[config.mk]
export PLATFORM = sky130hd
export DESIGN_NAME = bp_zynq_mem_burst_arbiter_flat
export DESIGN_NICKNAME = d
export VERILOG_FILES = /design/src/rtl/bp_zynq_mem_burst_arbiter_if.sv /design/src/rtl/bp_zynq_mem_burst_arbiter.sv /design/src/flat_wrapper.sv
export SDC_FILE = /design/constraint.sdc
export NUM_CORES = 1
export LEC_CHECK = 0
export BUFFER_PORTS_ARGS = -buffer_cell sky130_fd_sc_hd__buf_2
export CORE_AREA = 2 2 184 186
export CTS_BUF_LIST = sky130_fd_sc_hd__clkbuf_4 sky130_fd_sc_hd__clkbuf_8 sky130_fd_sc_hd__clkbuf_16
export CTS_CLUSTER_SIZE = 12
export DETAILED_ROUTE_END_ITERATION = 16
export DIE_AREA = 0 0 186 188
export PLACE_DENSITY = 0.4
export REMOVE_ABC_BUFFERS = 1
export SKIP_CTS_REPAIR_TIMING = 1
export SLEW_MARGIN = 15
export SYNTH_ARGS = -nofsm -noshare
export SYNTH_HDL_FRONTEND = slang
export SYNTH_SLANG_ARGS = --single-unit
[constraint.sdc]
create_clock -name aclk -period 5.15 [get_ports aclk]
set_clock_uncertainty 0.1 [all_clocks]
set_input_delay 0.7725 -clock aclk [delete_from_list [all_inputs] [get_ports aclk]]
set_output_delay 0.7725 -clock aclk [all_outputs]
set_load 0.05 [all_outputs]
[src/rtl/bp_zynq_mem_burst_arbiter_if.sv]
// bp_zynq_mem_burst_arbiter_if: requester-side and memory-side streams.
// slave = arbiter view, master = requester/memory environment view.
interface bp_zynq_mem_burst_arbiter_if #(
  parameter int num_req_p = 4,
  parameter int data_width_p = 64
);
  localparam int lg_num_req_lp = $clog2(num_req_p);

  logic [num_req_p-1:0] req_v_i;
  logic [num_req_p*data_width_p-1:0] req_data_i;
  logic [num_req_p-1:0] req_last_i;
  logic [num_req_p-1:0] req_ready_o;

  logic mem_req_v_o;
  logic [data_width_p-1:0] mem_req_data_o;
  logic mem_req_last_o;
  logic [lg_num_req_lp-1:0] mem_req_id_o;
  logic mem_req_ready_i;

  logic mem_resp_v_i;
  logic [data_width_p-1:0] mem_resp_data_i;
  logic mem_resp_last_i;
  logic mem_resp_ready_o;

  logic [num_req_p-1:0] resp_v_o;
  logic [data_width_p-1:0] resp_data_o;
  logic resp_last_o;
  logic [num_req_p-1:0] resp_ready_i;

  modport slave (
    input  req_v_i, req_data_i, req_last_i,
    output req_ready_o,
    output mem_req_v_o, mem_req_data_o,
    output mem_req_last_o, mem_req_id_o,
    input  mem_req_ready_i,
    input  mem_resp_v_i, mem_resp_data_i,
    input  mem_resp_last_i,
    output mem_resp_ready_o,
    output resp_v_o, resp_data_o, resp_last_o,
    input  resp_ready_i
  );

  modport master (
    output req_v_i, req_data_i, req_last_i,
    input  req_ready_o,
    input  mem_req_v_o, mem_req_data_o,
    input  mem_req_last_o, mem_req_id_o,
    output mem_req_ready_i,
    output mem_resp_v_i, mem_resp_data_i,
    output mem_resp_last_i,
    input  mem_resp_ready_o,
    input  resp_v_o, resp_data_o, resp_last_o,
    output resp_ready_i
  );
endinterface

[src/rtl/bp_zynq_mem_burst_arbiter.sv]
// bp_zynq_mem_burst_arbiter: round-robin burst arbiter with in-order ID FIFO.
// Optional BP_ZYNQ_ARB_PERF_CNT_EN adds per-requester grant counters.
module bp_zynq_mem_burst_arbiter #(
  parameter int num_req_p = 4,
  parameter int data_width_p = 64,
  parameter int id_fifo_els_p = 8
) (
  input logic aclk,
  input logic aresetn,
  bp_zynq_mem_burst_arbiter_if.slave bus
`ifdef BP_ZYNQ_ARB_PERF_CNT_EN
  ,
  output logic [num_req_p*32-1:0] grant_cnt_o
`endif
);
  localparam int lg_num_req_lp = $clog2(num_req_p);
  localparam int lg_els_lp =
    (id_fifo_els_p > 1) ? $clog2(id_fifo_els_p) : 1;
  localparam int cnt_w_lp = $clog2(id_fifo_els_p + 1);

  typedef enum logic {IDLE, LOCK} state_e;

  state_e state_q, state_n;
  logic [lg_num_req_lp-1:0] rr_ptr_q, grant_id_q;
  logic [lg_num_req_lp-1:0] winner, cand, rr_next;
  logic found;

  logic [lg_num_req_lp-1:0] fifo_mem [id_fifo_els_p];
  logic [lg_els_lp-1:0] wptr_q, rptr_q;
  logic [cnt_w_lp-1:0] cnt_q;
  logic [lg_num_req_lp-1:0] head;
  logic full, empty, push, pop, burst_done;

  assign full  = (cnt_q == cnt_w_lp'(id_fifo_els_p));
  assign empty = (cnt_q == '0);
  assign head  = fifo_mem[rptr_q];

  assign push = (state_q == IDLE) && found && !full;

  assign burst_done = (state_q == LOCK)
    && bus.req_v_i[grant_id_q]
    && bus.mem_req_ready_i
    && bus.req_last_i[grant_id_q];

  assign pop = !empty && bus.mem_resp_v_i
    && bus.resp_ready_i[head] && bus.mem_resp_last_i;

  assign rr_next =
    (grant_id_q == lg_num_req_lp'(num_req_p - 1))
      ? '0 : grant_id_q + 1'b1;

  // Round-robin pick: first valid requester at or after rr_ptr.
  always_comb begin
    winner = '0;
    cand   = '0;
    found  = 1'b0;
    for (int i = 0; i < num_req_p; i++) begin
      cand = lg_num_req_lp'((int'(rr_ptr_q) + i) % num_req_p);
      if (!found && bus.req_v_i[cand]) begin
        found  = 1'b1;
        winner = cand;
      end
    end
  end

  // State register.
  always_ff @(posedge aclk or negedge aresetn) begin
    if (!aresetn) state_q <= IDLE;
    else          state_q <= state_n;
  end

  // Next state: lock on grant, release on the last beat handshake.
  always_comb begin
    state_n = state_q;
    unique case (state_q)
      IDLE: if (push) state_n = LOCK;
      LOCK: if (burst_done) state_n = IDLE;
    endcase
  end

  // Grant bookkeeping and ID FIFO pointers/count.
  always_ff @(posedge aclk or negedge aresetn) begin
    if (!aresetn) begin
      rr_ptr_q   <= '0;
      grant_id_q <= '0;
      wptr_q     <= '0;
      rptr_q     <= '0;
      cnt_q      <= '0;
      for (int i = 0; i < id_fifo_els_p; i++)
        fifo_mem[i] <= '0;
    end else begin
      if (push) begin
        grant_id_q       <= winner;
        fifo_mem[wptr_q] <= winner;
        wptr_q <= (wptr_q == lg_els_lp'(id_fifo_els_p - 1))
          ? '0 : wptr_q + 1'b1;
      end
      if (burst_done) rr_ptr_q <= rr_next;
      if (pop)
        rptr_q <= (rptr_q == lg_els_lp'(id_fifo_els_p - 1))
          ? '0 : rptr_q + 1'b1;
      if (push && !pop)      cnt_q <= cnt_q + 1'b1;
      else if (!push && pop) cnt_q <= cnt_q - 1'b1;
    end
  end

  // Outputs: forward the locked requester, steer responses by FIFO head.
  always_comb begin
    bus.req_ready_o    = '0;
    bus.mem_req_v_o    = 1'b0;
    bus.mem_req_last_o = 1'b0;
    bus.mem_req_id_o   = grant_id_q;
    bus.mem_req_data_o =
      bus.req_data_i[grant_id_q*data_width_p +: data_width_p];
    bus.mem_resp_ready_o = 1'b0;
    bus.resp_v_o         = '0;
    bus.resp_data_o      = bus.mem_resp_data_i;
    bus.resp_last_o      = bus.mem_resp_last_i;
    if (state_q == LOCK) begin
      bus.mem_req_v_o    = bus.req_v_i[grant_id_q];
      bus.mem_req_last_o = bus.req_last_i[grant_id_q];
      bus.req_ready_o[grant_id_q] = bus.mem_req_ready_i;
    end
    if (!empty) begin
      bus.resp_v_o[head]   = bus.mem_resp_v_i;
      bus.mem_resp_ready_o = bus.resp_ready_i[head];
    end
  end

`ifdef BP_ZYNQ_ARB_PERF_CNT_EN
  for (genvar k = 0; k < num_req_p; k++) begin : g_cnt
    logic [31:0] c_q;
    // Saturating count of grants to requester k.
    always_ff @(posedge aclk or negedge aresetn) begin
      if (!aresetn)
        c_q <= '0;
      else if (push && winner == lg_num_req_lp'(k) && c_q != '1)
        c_q <= c_q + 1'b1;
    end
    assign grant_cnt_o[k*32 +: 32] = c_q;
  end
`endif

endmodule

[src/flat_wrapper.sv]
// flat-port wrapper written by rule: the top's interface ports become plain ports
module bp_zynq_mem_burst_arbiter_flat 
#(
  parameter int num_req_p = 4,
  parameter int data_width_p = 64,
  parameter int id_fifo_els_p = 8
)
  (aclk, aresetn, bus_req_v_i, bus_req_data_i, bus_req_last_i, bus_req_ready_o, bus_mem_req_v_o, bus_mem_req_data_o, bus_mem_req_last_o, bus_mem_req_id_o, bus_mem_req_ready_i, bus_mem_resp_v_i, bus_mem_resp_data_i, bus_mem_resp_last_i, bus_mem_resp_ready_o, bus_resp_v_o, bus_resp_data_o, bus_resp_last_o, bus_resp_ready_i);
  bp_zynq_mem_burst_arbiter_if #(.num_req_p(num_req_p), .data_width_p(data_width_p)) bus_i ();
  input logic aclk;
  input logic aresetn;
  input wire logic [$bits(bus_i.req_v_i)-1:0] bus_req_v_i;
  input wire logic [$bits(bus_i.req_data_i)-1:0] bus_req_data_i;
  input wire logic [$bits(bus_i.req_last_i)-1:0] bus_req_last_i;
  output wire logic [$bits(bus_i.req_ready_o)-1:0] bus_req_ready_o;
  output wire logic [$bits(bus_i.mem_req_v_o)-1:0] bus_mem_req_v_o;
  output wire logic [$bits(bus_i.mem_req_data_o)-1:0] bus_mem_req_data_o;
  output wire logic [$bits(bus_i.mem_req_last_o)-1:0] bus_mem_req_last_o;
  output wire logic [$bits(bus_i.mem_req_id_o)-1:0] bus_mem_req_id_o;
  input wire logic [$bits(bus_i.mem_req_ready_i)-1:0] bus_mem_req_ready_i;
  input wire logic [$bits(bus_i.mem_resp_v_i)-1:0] bus_mem_resp_v_i;
  input wire logic [$bits(bus_i.mem_resp_data_i)-1:0] bus_mem_resp_data_i;
  input wire logic [$bits(bus_i.mem_resp_last_i)-1:0] bus_mem_resp_last_i;
  output wire logic [$bits(bus_i.mem_resp_ready_o)-1:0] bus_mem_resp_ready_o;
  output wire logic [$bits(bus_i.resp_v_o)-1:0] bus_resp_v_o;
  output wire logic [$bits(bus_i.resp_data_o)-1:0] bus_resp_data_o;
  output wire logic [$bits(bus_i.resp_last_o)-1:0] bus_resp_last_o;
  input wire logic [$bits(bus_i.resp_ready_i)-1:0] bus_resp_ready_i;
  assign bus_i.req_v_i = bus_req_v_i;
  assign bus_i.req_data_i = bus_req_data_i;
  assign bus_i.req_last_i = bus_req_last_i;
  assign bus_req_ready_o = bus_i.req_ready_o;
  assign bus_mem_req_v_o = bus_i.mem_req_v_o;
  assign bus_mem_req_data_o = bus_i.mem_req_data_o;
  assign bus_mem_req_last_o = bus_i.mem_req_last_o;
  assign bus_mem_req_id_o = bus_i.mem_req_id_o;
  assign bus_i.mem_req_ready_i = bus_mem_req_ready_i;
  assign bus_i.mem_resp_v_i = bus_mem_resp_v_i;
  assign bus_i.mem_resp_data_i = bus_mem_resp_data_i;
  assign bus_i.mem_resp_last_i = bus_mem_resp_last_i;
  assign bus_mem_resp_ready_o = bus_i.mem_resp_ready_o;
  assign bus_resp_v_o = bus_i.resp_v_o;
  assign bus_resp_data_o = bus_i.resp_data_o;
  assign bus_resp_last_o = bus_i.resp_last_o;
  assign bus_i.resp_ready_i = bus_resp_ready_i;
  bp_zynq_mem_burst_arbiter #(.num_req_p(num_req_p), .data_width_p(data_width_p), .id_fifo_els_p(id_fifo_els_p)) u_core (.aclk(aclk), .aresetn(aresetn), .bus(bus_i));
endmodule
Yosys cells after proc, flatten, opt, wreduce, memory -nomap -nowiden --
Index checks and enable logic that the tools add are counted.
Word-level totals: memories 0, ROM bits 0, memory bits (writable) 0, bits in registers 31, output and inout bits 142, latch bits 0, word-level logic and storage cells 113, input port bits 337
Cells by class: $mul 0, muxes and demuxes 45, shift operators 1, div/mod/pow operators 0, $lt $le $gt $ge 11, reductions and logical operators 25, equality and inequality tests 4, bitwise gates (word level) 5, add/subtract/negate cells 8
Operator list (number):
- indexed part select 256 x 9 -> 64 bit | 1
- less-than comparator 2 x 3 -> 1 bit (second input constant) | 6
- 2-to-1 mux 1 bit | 18
- bitwise mux 16 bit | 1
- logical AND 1 bit | 16
- 2-to-1 mux 2 bit | 8
- 2-to-1 mux 4 bit | 4
- binary-select mux 1 bit (select 2 bit) | 7
- AND 4 bit | 2
- greater-or-equal comparator 4 bit (second input constant) | 2
- inverter 3 -> 4 bit | 2
- logical NOT 1 bit | 7
- adder 3 x 1 -> 3 bit (second input constant) | 2
- binary-select mux 2 bit (select 3 bit) | 1
- demux 2 bit (select 3 bit) | 1
- equality test 3 bit (second input constant) | 2
- 2-to-1 mux 3 bit | 2
- adder 2 x 1 -> 2 bit (second input constant) | 2
- adder 2 bit (second input constant) | 2
- adder 4 x 1 -> 4 bit (second input constant) | 1
- demux 1 bit (select 2 bit) | 2
- equality test 4 bit (second input constant) | 1
- greater-or-equal comparator 2 x 1 -> 1 bit (second input constant) | 2
- logical NOT 4 bit | 1
- other kinds (6) | 6

Depth between registers and ports, before layout --
depth after elaboration 18, depth in mapped cells 13, gate-level depth less buffers 12

Worst setup path before layout --
OpenSTA, ideal clock, no wires.
path kind reg-to-output, from register u_core.grant_id_q[0] (netlist: u_core.bus.mem_req_id_o[0]), to output port bus_mem_req_data_o[0], path slack 1.859 ns, stages on the path, launching flop included 5, path buffers 3, arrival 2.419 ns, cell sequence dfrtp_1 -> clkbuf_1 -> buf_2 -> buf_1 -> mux4_2
Between the ends: longest elaborated chain between the ends 1
Ends and longest elaborated chain:
- start: declaration | RTL line bp_zynq_mem_burst_arbiter.sv:24 | logic [lg_num_req_lp-1:0] rr_ptr_q, grant_id_q;
- start signal: assignment | RTL line bp_zynq_mem_burst_arbiter.sv:93 | grant_id_q <= winner;
- indexed part select 256 x 9 -> 64 bit | RTL line bp_zynq_mem_burst_arbiter.sv:114 | bus.req_data_i[grant_id_q*data_width_p +: data_width_p];
- end: declaration | RTL line flat_wrapper.sv:17 | output wire logic [$bits(bus_i.mem_req_data_o)-1:0] bus_mem_req_data_o;
Every way passes these cells.

Worst setup path in the final report --
from register u_core.rptr_q[0], to register u_core.cnt_q[3]
Between the ends: longest elaborated chain between the ends 11, elaborated cells between the ends (all ways) 13, classes of those cells mux (6); bitwise (1); reduce/logical (6)
Ends and longest elaborated chain:
- start: declaration | RTL line bp_zynq_mem_burst_arbiter.sv:29 | logic [lg_els_lp-1:0] wptr_q, rptr_q;
- start signal: assignment | RTL line bp_zynq_mem_burst_arbiter.sv:100 | rptr_q <= (rptr_q == lg_els_lp'(id_fifo_els_p - 1))
- inverter 3 -> 4 bit (implied by the code) (*) | RTL line bp_zynq_mem_burst_arbiter.sv:36 | assign head = fifo_mem[rptr_q];
- binary-select mux 2 bit (select 3 bit) (*) | RTL line bp_zynq_mem_burst_arbiter.sv:36
- 2-to-1 mux 2 bit (implied by the code) (*) (2 in series) | RTL line bp_zynq_mem_burst_arbiter.sv:36
- binary-select mux 1 bit (select 2 bit) (*) | RTL line bp_zynq_mem_burst_arbiter.sv:46 | && bus.resp_ready_i[head] && bus.mem_resp_last_i;
- 2-to-1 mux 1 bit (implied by the code) (*) | RTL line bp_zynq_mem_burst_arbiter.sv:46
- logical AND 1 bit (*) (2 in series) | RTL line bp_zynq_mem_burst_arbiter.sv:46
- logical NOT 1 bit | RTL line bp_zynq_mem_burst_arbiter.sv:102 | if (push && !pop) cnt_q <= cnt_q + 1'b1;
- logical AND 1 bit | RTL line bp_zynq_mem_burst_arbiter.sv:102
- 2-to-1 mux 4 bit / nonzero test 2 bit (equally long branches)
- end signal: assignment | RTL line bp_zynq_mem_burst_arbiter.sv:102
- end signal: assignment | RTL line bp_zynq_mem_burst_arbiter.sv:103 | else if (!push && pop) cnt_q <= cnt_q - 1'b1;
- end: declaration | RTL line bp_zynq_mem_burst_arbiter.sv:30 | logic [cnt_w_lp-1:0] cnt_q;
Every way passes the cells marked *; elsewhere a longest branch is shown, timed or not. The select of a mux whose other input is x is not followed. A chain may end at the register's enable or synchronous reset.

==> impl_metrics.env <==
export IMPL_swShare_pct=56.5
export IMPL_routedLengthMet1_um=8450
export IMPL_grt_pass1_wl_um=26900
export IMPL_slew_headroom_pct=31.4
export IMPL_clock_power_share_pct=8.4
export IMPL_cts_buffer_depth=2
export IMPL_firstDrtPassIters=6
export IMPL_io_buffers=350
export IMPL_nNetsFinal=916
export IMPL_grt_pass1_vias=3882
export IMPL_postPlaceCellArea_um2=5580
export IMPL_async_reset_ff_share_pct=100
export IMPL_cp_end_kind="flop"
export IMPL_clk_latency_ns=0.27
export IMPL_switchingPower_w=0.00210
export IMPL_critPathKind="flop to flop"
export IMPL_synth_edf_count=0
export IMPL_viasPerCell=3.79
export IMPL_hold_slack_ns=0.394
export IMPL_die_area_um2=35000
export IMPL_top_layer="met5"
export IMPL_place_congestion=0.729
export IMPL_synth_distinct_cells=38
export IMPL_syn_instance_count=290
export IMPL_combPwrFrac_pct=74.9
export IMPL_wire_per_inst_um=19.9
export IMPL_nFillCells=3720
export IMPL_final_cell_mix="350 x buf_2, 68 x mux4_2, 29 x dfrtp_1"
export IMPL_status="finished clean"
export IMPL_row_count=67
export IMPL_max_stage_delay_ns=0.59
export IMPL_drive_gt1_share_pct=80.6
export IMPL_cp_max_fo=9
export IMPL_cts_root_buffer="clkbuf_16"
export IMPL_core_region_area_um2=33100
export IMPL_synth_area_um2=3800
export IMPL_cts_max_level=2
export IMPL_ys_seq_area_share_pct=20.4
export IMPL_final_common_cell="buf_2"
export IMPL_final_antenna_net_count=0
export IMPL_seq_power_share_pct=16.7
export IMPL_hold_viol_final=0
export IMPL_ys_ff_latch=31
export IMPL_cts_tree="done"
export IMPL_cp_slowest_cell="dfrtp_1"
export IMPL_initial_core_util_pct=11.5
export IMPL_antenna_found_initial=5
export IMPL_leakagePower_nw=2.71
export IMPL_drv_slew=0
export IMPL_grt_use_total_pct=10.6
export IMPL_cellPowerDensity_nw_per_um2=646
export IMPL_tightestPinTransition_ns=1.03
export IMPL_peakVddDrop_mv=0.191
export IMPL_worst_hold_path_type="flop to flop"
export IMPL_routed_wl_met2_um=8450
export IMPL_area_delta_synth_final_pct=51.3
export IMPL_grt_max_degree=72
export IMPL_finalInstanceArea_um2=5750
export IMPL_fp_dieH_um=188
export IMPL_setup_tns_ns=0
export IMPL_final_core_util_pct=17.4
export IMPL_cts_buffers=5
export IMPL_die_width_um=186
export IMPL_p_int_w=0.00162
export IMPL_fmax_mhz=284
export IMPL_ios=479
export IMPL_wl_met3_um=3080
export IMPL_cp_start_kind="flop"
export IMPL_worstPathCellList="mux2_1 -> mux4_2 -> mux4_2 -> nand3_2 -> ha_1 -> inv_1 -> ha_1 -> a21o_1 -> a21oi_1 -> xnor2_1 -> nor2_1 -> xor2_1"
export IMPL_min_period_ns=3.52
export IMPL_wirelength_um=20300
export IMPL_synth_ff_type="dfrtp_1"
export IMPL_finalSetupViolCount=0
export IMPL_rrSetupSlack_ns=1.63
export IMPL_clkSinkCount=31
export IMPL_synth_warnings=0
export IMPL_drc=0
export IMPL_grt_ovfl_total=0
export IMPL_vias=3869
export IMPL_cp_required_ns=5.20
export IMPL_period_share_pct=68.3
export IMPL_rsz0062_at_grt="false"
export IMPL_clk_pin_slew_ns=0.05
export IMPL_drt_iter0_drc=143
export IMPL_crit_arrival_ns=3.57
export IMPL_avgSynthCellArea_um2=13.1
export IMPL_cap_violations=0
export IMPL_dpl_hpwl_um=17000
[sequential cells by signal (all words and copies together) (netlist names)]
register and flops:
u_core.fifo_mem 16, u_core.cnt_q 4, u_core.rptr_q 3, u_core.wptr_q 3, u_core.bus.mem_req_id_o 2, u_core.rr_ptr_q 2, u_core.state_q 1
[cells by family (layout without fill, tap and decap cells)]
kind of cell / count (synthesis) / count (layout) / share of synthesized area (%)
compound gates: 13 / 13 / 2.14
xor+xnor: 4 / 4 / 0.921
fa+ha+maj: 12 / 12 / 4.14
buf+inv: 90 / 368 / 15.6
flops: 31 / 31 / 20.4
mux: 100 / 100 / 50.8
other cells: 0 / 6 / 0
simple gates: 40 / 40 / 5.99
[per-stage QoR]
stage,total power (W),worst slack (ns),cells
6_report,0.00372,1.63,1022
5_1_grt,0.00395,1.35,1018
4_1_cts,0.00377,1.60,1016
3_5_place_dp,0.00345,1.61,1008
3_3_place_gp,0.00344,1.62,1008
2_1_floorplan,0.00284,0.240,207
[power by group through the flow]
stage               Clock [W]  Sequential (W)  Combinational, W
finish               0.000313        0.000622           0.00278
global route         0.000332        0.000661           0.00296
CTS                  0.000320        0.000634           0.00281
detailed placement          0        0.000637           0.00281
global placement            0        0.000636           0.00280
floorplan                   0        0.000652           0.00219
[path summary, 6_finish.rpt]
check                      depth (start not counted)                                     end                            start
max in group asynchronous                          1  u_core.bus.mem_req_id_o[1]$_DFFE_PN0P_                          aresetn
min                                                1         u_core.fifo_mem[13]$_DFFE_PN0P_  u_core.fifo_mem[13]$_DFFE_PN0P_
min reg2reg                                        1         u_core.fifo_mem[13]$_DFFE_PN0P_  u_core.fifo_mem[13]$_DFFE_PN0P_
max reg2reg                                       12             u_core.cnt_q[3]$_DFFE_PN0P_     u_core.rptr_q[0]$_DFFE_PN0P_
min in group asynchronous                          1         u_core.fifo_mem[14]$_DFFE_PN0P_                          aresetn
max                                               12             u_core.cnt_q[3]$_DFFE_PN0P_     u_core.rptr_q[0]$_DFFE_PN0P_
[synthesized netlist by cell type (4+ instances only)]
cell type | number | share of area [%]
buf_4 | 65 | 13
buf_1 | 5 | 0.49
nor2b_1 | 5 | 0.82
nor2_1 | 7 | 0.69
nand2_1 | 6 | 0.59
clkbuf_1 | 9 | 0.89
mux2_2 | 23 | 6.8
ha_1 | 11 | 3.6
mux2_1 | 4 | 1.2
mux4_2 | 68 | 40
and3_1 | 5 | 0.82
a21oi_1 | 4 | 0.53
dfrtp_1 | 31 | 20
inv_1 | 7 | 0.69
[metal layers]
metal / vias up / GRT usage, %
met5: - / 4.00
met4: 6 / 1.64
met3: 17 / 7.17
met2: 291 / 14.8
met1: 1909 / 13.4
li1: 1646 / -
[final cells by class]
type                       instances  area, um^2  share of cell area (%)
multi-input combinational        169        2430                    42.3
timing repair buffer             353        1770                    30.8
sequential                        31         783                    13.6
tap                              448         561                    9.74
clock buffer                       8         160                    2.78
inverter                           7        26.3                   0.457
antenna                            6        15.0                   0.261
[critical path: cells and delay by family, from the launching register on]
| kind | cells | cell delay (ns) |
|---|---|---|
| compound gates | 2 | 0.34 |
| xor+xnor | 2 | 0.28 |
| fa+ha+maj | 2 | 0.46 |
| buf+inv | 1 | 0.09 |
| flops | 1 | 0.59 |
| mux | 3 | 1.33 |
| simple gates | 2 | 0.20 |
No activity file was read; power rests on OpenSTA's default activity.
